**src/rtl/hilo_muldiv_unit_pkg.sv**
```systemverilog
// Shared definitions for the HI/LO multiply/divide unit: op encodings, FSM states
// and small op-classification helpers.
package hilo_muldiv_unit_pkg;

  localparam int MDU_WIDTH = 32;

  typedef enum logic [2:0] {
    MDU_MULT  = 3'd0,
    MDU_MULTU = 3'd1,
    MDU_DIV   = 3'd2,
    MDU_DIVU  = 3'd3,
    MDU_MADD  = 3'd4,
    MDU_MSUB  = 3'd5,
    MDU_MTHI  = 3'd6,
    MDU_MTLO  = 3'd7
  } mdu_op_e;

  typedef enum logic [1:0] {
    ST_IDLE = 2'd0,
    ST_CALC = 2'd1,
    ST_FIX  = 2'd2,
    ST_DONE = 2'd3
  } mdu_state_e;

  function automatic logic mdu_is_signed(input mdu_op_e o);
    return (o == MDU_MULT) || (o == MDU_DIV) || (o == MDU_MADD) || (o == MDU_MSUB);
  endfunction

  function automatic logic mdu_is_div(input mdu_op_e o);
    return (o == MDU_DIV) || (o == MDU_DIVU);
  endfunction

endpackage

```
**src/rtl/hilo_muldiv_unit_cond_negate.sv**
```systemverilog
// Combinational conditional two's-complement negator, used both to take operand
// magnitudes and to restore the sign of results.
module cond_negate #(
  parameter int WIDTH = 32
) (
  input  logic [WIDTH-1:0] in_i,
  input  logic             neg_i,
  output logic [WIDTH-1:0] out_o
);

  assign out_o = neg_i ? (~in_i + WIDTH'(1)) : in_i;

endmodule

```
**src/rtl/hilo_muldiv_unit.sv**
```systemverilog
// Iterative MIPS multiply/divide unit holding the architectural HI/LO pair.
// One bit per cycle: radix-2 shift-add multiply, restoring divide on magnitudes.
module hilo_muldiv_unit
  import hilo_muldiv_unit_pkg::*;
#(
  parameter int WIDTH = MDU_WIDTH
) (
  input  logic             clk,
  input  logic             reset_n,
  input  logic             start,
  input  logic [2:0]       op,
  input  logic [WIDTH-1:0] rs_val,
  input  logic [WIDTH-1:0] rt_val,
  output logic             busy,
  output logic             done,
  output logic [WIDTH-1:0] hi,
  output logic [WIDTH-1:0] lo
);

  localparam int CNT_W = $clog2(WIDTH + 1);
  localparam logic [CNT_W-1:0] LAST_ITER = CNT_W'(WIDTH - 1);

  mdu_state_e         state_q, state_d;
  logic [CNT_W-1:0]   cnt_q, cnt_d;
  logic [WIDTH-1:0]   hi_q, hi_d, lo_q, lo_d;

  // acc holds {partial product, multiplier} or {remainder, dividend/quotient}
  logic [2*WIDTH-1:0] acc_q, acc_d;
  logic [WIDTH-1:0]   b_q, b_d;
  logic [WIDTH-1:0]   rs_q, rs_d;
  mdu_op_e            op_q, op_d;
  logic               neg_res_q, neg_res_d;
  logic               neg_rem_q, neg_rem_d;

  mdu_op_e            op_in;
  logic               sgn_in;
  logic [WIDTH-1:0]   rs_mag, rt_mag;
  logic [WIDTH:0]     mul_sum;
  logic [2*WIDTH-1:0] mul_step;
  logic [WIDTH:0]     div_shift;
  logic               div_qbit;
  logic [WIDTH-1:0]   div_rem;
  logic [2*WIDTH-1:0] div_step;
  logic [2*WIDTH-1:0] prod_fix;
  logic [WIDTH-1:0]   quo_fix, rem_fix;

  assign op_in  = mdu_op_e'(op);
  assign sgn_in = mdu_is_signed(op_in);

  cond_negate #(.WIDTH(WIDTH)) u_neg_rs (
    .in_i(rs_val), .neg_i(sgn_in & rs_val[WIDTH-1]), .out_o(rs_mag)
  );
  cond_negate #(.WIDTH(WIDTH)) u_neg_rt (
    .in_i(rt_val), .neg_i(sgn_in & rt_val[WIDTH-1]), .out_o(rt_mag)
  );
  cond_negate #(.WIDTH(2*WIDTH)) u_fix_prod (
    .in_i(acc_q), .neg_i(neg_res_q), .out_o(prod_fix)
  );
  cond_negate #(.WIDTH(WIDTH)) u_fix_quo (
    .in_i(acc_q[WIDTH-1:0]), .neg_i(neg_res_q), .out_o(quo_fix)
  );
  cond_negate #(.WIDTH(WIDTH)) u_fix_rem (
    .in_i(acc_q[2*WIDTH-1:WIDTH]), .neg_i(neg_rem_q), .out_o(rem_fix)
  );

  // One multiply iteration: conditionally add multiplicand, shift right one place
  assign mul_sum  = {1'b0, acc_q[2*WIDTH-1:WIDTH]} + (acc_q[0] ? {1'b0, b_q} : '0);
  assign mul_step = {mul_sum, acc_q[WIDTH-1:1]};

  // One restoring-divide iteration; the shifted remainder needs WIDTH+1 bits
  assign div_shift = {acc_q[2*WIDTH-1:WIDTH], acc_q[WIDTH-1]};
  assign div_qbit  = (div_shift >= {1'b0, b_q});
  assign div_rem   = div_qbit ? WIDTH'(div_shift - {1'b0, b_q}) : div_shift[WIDTH-1:0];
  assign div_step  = {div_rem, acc_q[WIDTH-2:0], div_qbit};

  always_comb begin
    state_d   = state_q;
    cnt_d     = cnt_q;
    hi_d      = hi_q;
    lo_d      = lo_q;
    acc_d     = acc_q;
    b_d       = b_q;
    rs_d      = rs_q;
    op_d      = op_q;
    neg_res_d = neg_res_q;
    neg_rem_d = neg_rem_q;
    case (state_q)
      ST_IDLE, ST_DONE: begin
        state_d = ST_IDLE;
        if (start) begin
          case (op_in)
            MDU_MTHI: begin
              hi_d    = rs_val;
              state_d = ST_DONE;
            end
            MDU_MTLO: begin
              lo_d    = rs_val;
              state_d = ST_DONE;
            end
            default: begin
              state_d   = ST_CALC;
              cnt_d     = '0;
              op_d      = op_in;
              rs_d      = rs_val;
              neg_res_d = sgn_in & (rs_val[WIDTH-1] ^ rt_val[WIDTH-1]);
              neg_rem_d = sgn_in & rs_val[WIDTH-1];
              if (mdu_is_div(op_in)) begin
                acc_d = {{WIDTH{1'b0}}, rs_mag};
                b_d   = rt_mag;
              end else begin
                acc_d = {{WIDTH{1'b0}}, rt_mag};
                b_d   = rs_mag;
              end
            end
          endcase
        end
      end
      ST_CALC: begin
        acc_d = mdu_is_div(op_q) ? div_step : mul_step;
        cnt_d = cnt_q + CNT_W'(1);
        if (cnt_q == LAST_ITER) state_d = ST_FIX;
      end
      ST_FIX: begin
        state_d = ST_DONE;
        case (op_q)
          MDU_MULT, MDU_MULTU: {hi_d, lo_d} = prod_fix;
          MDU_MADD:            {hi_d, lo_d} = {hi_q, lo_q} + prod_fix;
          MDU_MSUB:            {hi_d, lo_d} = {hi_q, lo_q} - prod_fix;
          MDU_DIV, MDU_DIVU: begin
            // Divide by zero leaves the dividend in HI and all-ones in LO
            if (b_q == '0) begin
              hi_d = rs_q;
              lo_d = '1;
            end else begin
              hi_d = rem_fix;
              lo_d = quo_fix;
            end
          end
          default: ;
        endcase
      end
      default: state_d = ST_IDLE;
    endcase
  end

  always_ff @(posedge clk or negedge reset_n) begin
    if (!reset_n) begin
      state_q <= ST_IDLE;
      cnt_q   <= '0;
      hi_q    <= '0;
      lo_q    <= '0;
    end else begin
      state_q <= state_d;
      cnt_q   <= cnt_d;
      hi_q    <= hi_d;
      lo_q    <= lo_d;
    end
  end

  always_ff @(posedge clk) begin
    acc_q     <= acc_d;
    b_q       <= b_d;
    rs_q      <= rs_d;
    op_q      <= op_d;
    neg_res_q <= neg_res_d;
    neg_rem_q <= neg_rem_d;
  end

  assign busy = (state_q == ST_CALC) || (state_q == ST_FIX);
  assign done = (state_q == ST_DONE);
  assign hi   = hi_q;
  assign lo   = lo_q;

endmodule
```
**config.mk**
```make
export PLATFORM = sky130hd
export DESIGN_NAME = hilo_muldiv_unit
export DESIGN_NICKNAME = d
export VERILOG_FILES = /design/src/rtl/hilo_muldiv_unit_pkg.sv /design/src/rtl/hilo_muldiv_unit_cond_negate.sv /design/src/rtl/hilo_muldiv_unit.sv
export SDC_FILE = /design/constraint.sdc
export NUM_CORES = 1
export LEC_CHECK = 0
export ABC_CLOCK_PERIOD_IN_PS = 5900
export BUFFER_PORTS_ARGS = -buffer_cell sky130_fd_sc_hd__clkbuf_2
export CAP_MARGIN = 30
export CORE_MARGIN = 4
export CORE_UTILIZATION = 58
export DETAILED_ROUTE_END_ITERATION = 7
export HOLD_SLACK_MARGIN = 0.06
export PLACE_DENSITY = 0.85
export SETUP_SLACK_MARGIN = 0.05
export SKIP_LAST_GASP = 1
export SLEW_MARGIN = 10
export SYNTH_ARGS = -nofsm -noshare
export SYNTH_HDL_FRONTEND = slang
export SYNTH_SLANG_ARGS = --single-unit
```
**constraint.sdc**
```tcl
create_clock -name clk -period 5.9 [get_ports clk]
set_input_delay 1.18 -clock clk [delete_from_list [all_inputs] [get_ports clk]]
set_output_delay 1.18 -clock clk [all_outputs]
set_load 0.05 [all_outputs]
```
==> qor.txt <==
Max Freq = 177 MHz
Pre-Repair DR Iteration Count = 6
antenna violations before repair = 1
status = complete, no violations
diodes inserted = 0
critical path type = flop to flop
crit path capture = hi[31]
root buffer cell = clkbuf_16
Mapped Area = 0.0256 mm2
core area = 0.0434 mm2
Final Skew = 0.0130 ns
Worst EP required = 6.35 ns
Worst EP arrival = 6.08 ns
Worst setup EP type = flop
DRT antenna net count = 0
synth warn = 0
Synth area leader = edfxtp_1
CTS tree = done
Worst Setup SP = acc_q[16]
Commonest cells post-synth = nand2_1 (348), nor2_1 (343), a21oi_1 (321), o21ai_0 (283), ha_1 (200)
largest net degree at the start of global routing = 84
H-tree lvl count = 1
Num CTS Buffers = 25
final setup TNS = 0 ns
crit-path max cell delay = 0.58 ns
vias per cell = 6.85
Avg Cell Area, Syn = 7.48 um2
Synth-to-Final Area Change = 12.0%
Die H = 218 um
Critical Path Source Type = flop
Setup Viol. Count Final = 0
Post-synth EDFFs = 133
Iter 0 DRT Violations = 4445
gpl congestion = 1.07
Slew HR = 29.3%
die area = 0.0476 mm2
Mapped Nets = 3701
# fillers = 3803
worst r2r path cells = 22
Seq/Total Area, Yosys = 22.6%
Starting Density = 59.1%
final worst path period share = 95.5%
first-pass GRT wire length = 151000 um
Yosys top cell area share = 15.6%
placed cells = 4096
HPWL after detailed placement = 78000 um
ys async rst share = 35.1%
die width = 218 um
worst r2r src = acc_q[16]
GRT Resource Usage Total = 40.2%
RSZ-0062 raised after global routing = true
number of remaining DRC errors = 0
worst path cell trace = or4_4 > or3_4 > or2_4 > or3_1 > buf_4 > o21ai_1 > xnor2_2 > ha_2 > and2_1 > a311oi_1 > o21bai_1 > a31oi_1 > o31ai_2 > buf_4 > nor4_4 > o311ai_0 > a21oi_1 > o21ai_0 > o21ai_0 > xnor2_1 > nor2_1 > o31a_1
Hold Buf Count CTS = 0
slowest stage cell, crit path = or4_4
Top FF cell, synth = edfxtp_1
worst setup margin = 0.266 ns
clk buf depth = 3
critical-path maximum fanout = 10
Final Hold Violating Endpoints = 0
Reg2Reg Capture Point = hi[31]
I/O pin count = 136
synthesis-stage register bit count = 205
count leader, synth = nand2_1
final net count = 3820
slack of the worst reg-to-reg path = 0.27 ns
number of library cell types mapped by synthesis = 101
path type of the worst min-delay path = input port to asynchronous set/reset pin
Post-Syn Instances = 3427
Slew @ Worst Pin = 1.06 ns
total length of routed wires = 100000 um
average wire per standard cell = 24.1 um
Fin Hold WS = 0.507 ns
worst-skew pair later-pin latency = 0.56 ns
IO buf count = 135
row count = 76
final number of max-transition violations = 0
via count = 28.4k
CTS clk-pin slew, worst paths = 0.07 ns
grt ovf = 0
vias in the first global route = 25.6k
DP Worst Slack = 0.0478 ns
fraction of final layout cells with drive strength greater than 1 = 12.8%
Max-cap violations = 0
Synth area leaders = edfxtp_1 (16%), ha_1 (9.8%), dfrtp_1 (7.0%), a21oi_1 (6.3%), xnor2_1 (5.9%)
final non-filler cell total = 4150
CTS sink count = 205
Tmin final = 5.63 ns
==> critical path: cells and delay by family, from the launching register on <==
| family | cells | cell delay, ns |
|---|---|---|
| simple gates | 7 | 1.90 |
| buf+inv | 2 | 0.39 |
| xor+xnor | 2 | 0.38 |
| compound gates | 10 | 2.11 |
| fa+ha+maj | 1 | 0.34 |
| flops | 1 | 0.40 |
==> cell usage in the layout (no fill, tap or decap), types with 28 or more instances in the layout <==
master and instances:
a211oi_1 40, a21o_1 66, a21oi_1 318, a31oi_1 57
buf_4 161, clkbuf_2 134, dfrtp_1 72, edfxtp_1 133
ha_1 192, inv_1 189, mux2i_1 71, nand2_1 348
nand3_1 60, nand4_1 44, nor2_1 341, nor2b_1 28
nor3_1 70, nor4_1 49, o211ai_1 46, o21ai_0 275
o21bai_1 46, o31ai_1 36, or3_1 34, xnor2_1 164
xor2_1 92
==> worst min-delay path by stage <==
stage | to | slack (ns) | cells past startpoint
floorplan | cnt_q[5] | 0.50 | 2
global placement | cnt_q[5] | 0.52 | 2
detailed placement | cnt_q[1] | 0.56 | 2
CTS | lo[10] | 0.50 | 1
global route | cnt_q[0] | 0.53 | 1
finish | cnt_q[5] | 0.51 | 1
==> through the flow <==
step           instance area, um2  utilization (%)
6_report                    28700             66.2
3_3_place_gp                27500             63.4
3_5_place_dp                27500             63.4
2_1_floorplan               25600                -
4_1_cts                     28400             65.4
5_1_grt                     28700             66.2
==> layout make-up <==
class                      count  area [um2]  area share [%]
clock buffer                  25         626            2.18
clock inverter                21         246           0.858
inverter                     197         739            2.58
tap                          585         732            2.55
multi-input combinational   2820       18700            65.0
timing repair buffer         297        1910            6.67
sequential                   205        5800            20.2
==> routing by layer <==
| metal | GRT usage, % | vias to the layer above | wire length [um] |
|---|---|---|---|
| met5 | 0 | - | 0 |
| met4 | 19.8 | 0 | 6530 |
| met3 | 11.6 | 359 | 15000 |
| met2 | 56.4 | 2120 | 39600 |
| met1 | 56.3 | 13170 | 39000 |
| li1 | - | 12782 | - |
==> registers in the layout (all words and copies together), names as in the netlist <==
signal	flops
acc_q	64
b_q	32
cnt_q	6
hi	32
lo	32
neg_rem_q	1
neg_res_q	1
op_q	3
rs_q	32
state_q	2
==> cell families after synthesis <==
kind of cell,share of synthesized area [%]
flip-flops,22.6
buffers and inverters,5.93
adder cells (fa/ha/maj),10.1
AND/OR/NAND/NOR,20.5
XOR/XNOR,9.25
multiplexers,3.08
AO/OA/AOI/OAI,28.5
==> what timing repair did <==
| action | 4_1_cts | 5_1_grt |
|---|---|---|
| gates resized for setup | 1 | 56 |
| pin swaps | 0 | 6 |
| buffers inserted | 0 | 7 |
| setup endpoints to repair | 2 | 17 |
Power is left out: the tool's default activity adds up to more than one toggle a clock period on the data nets, which glitch-free logic cannot reach.
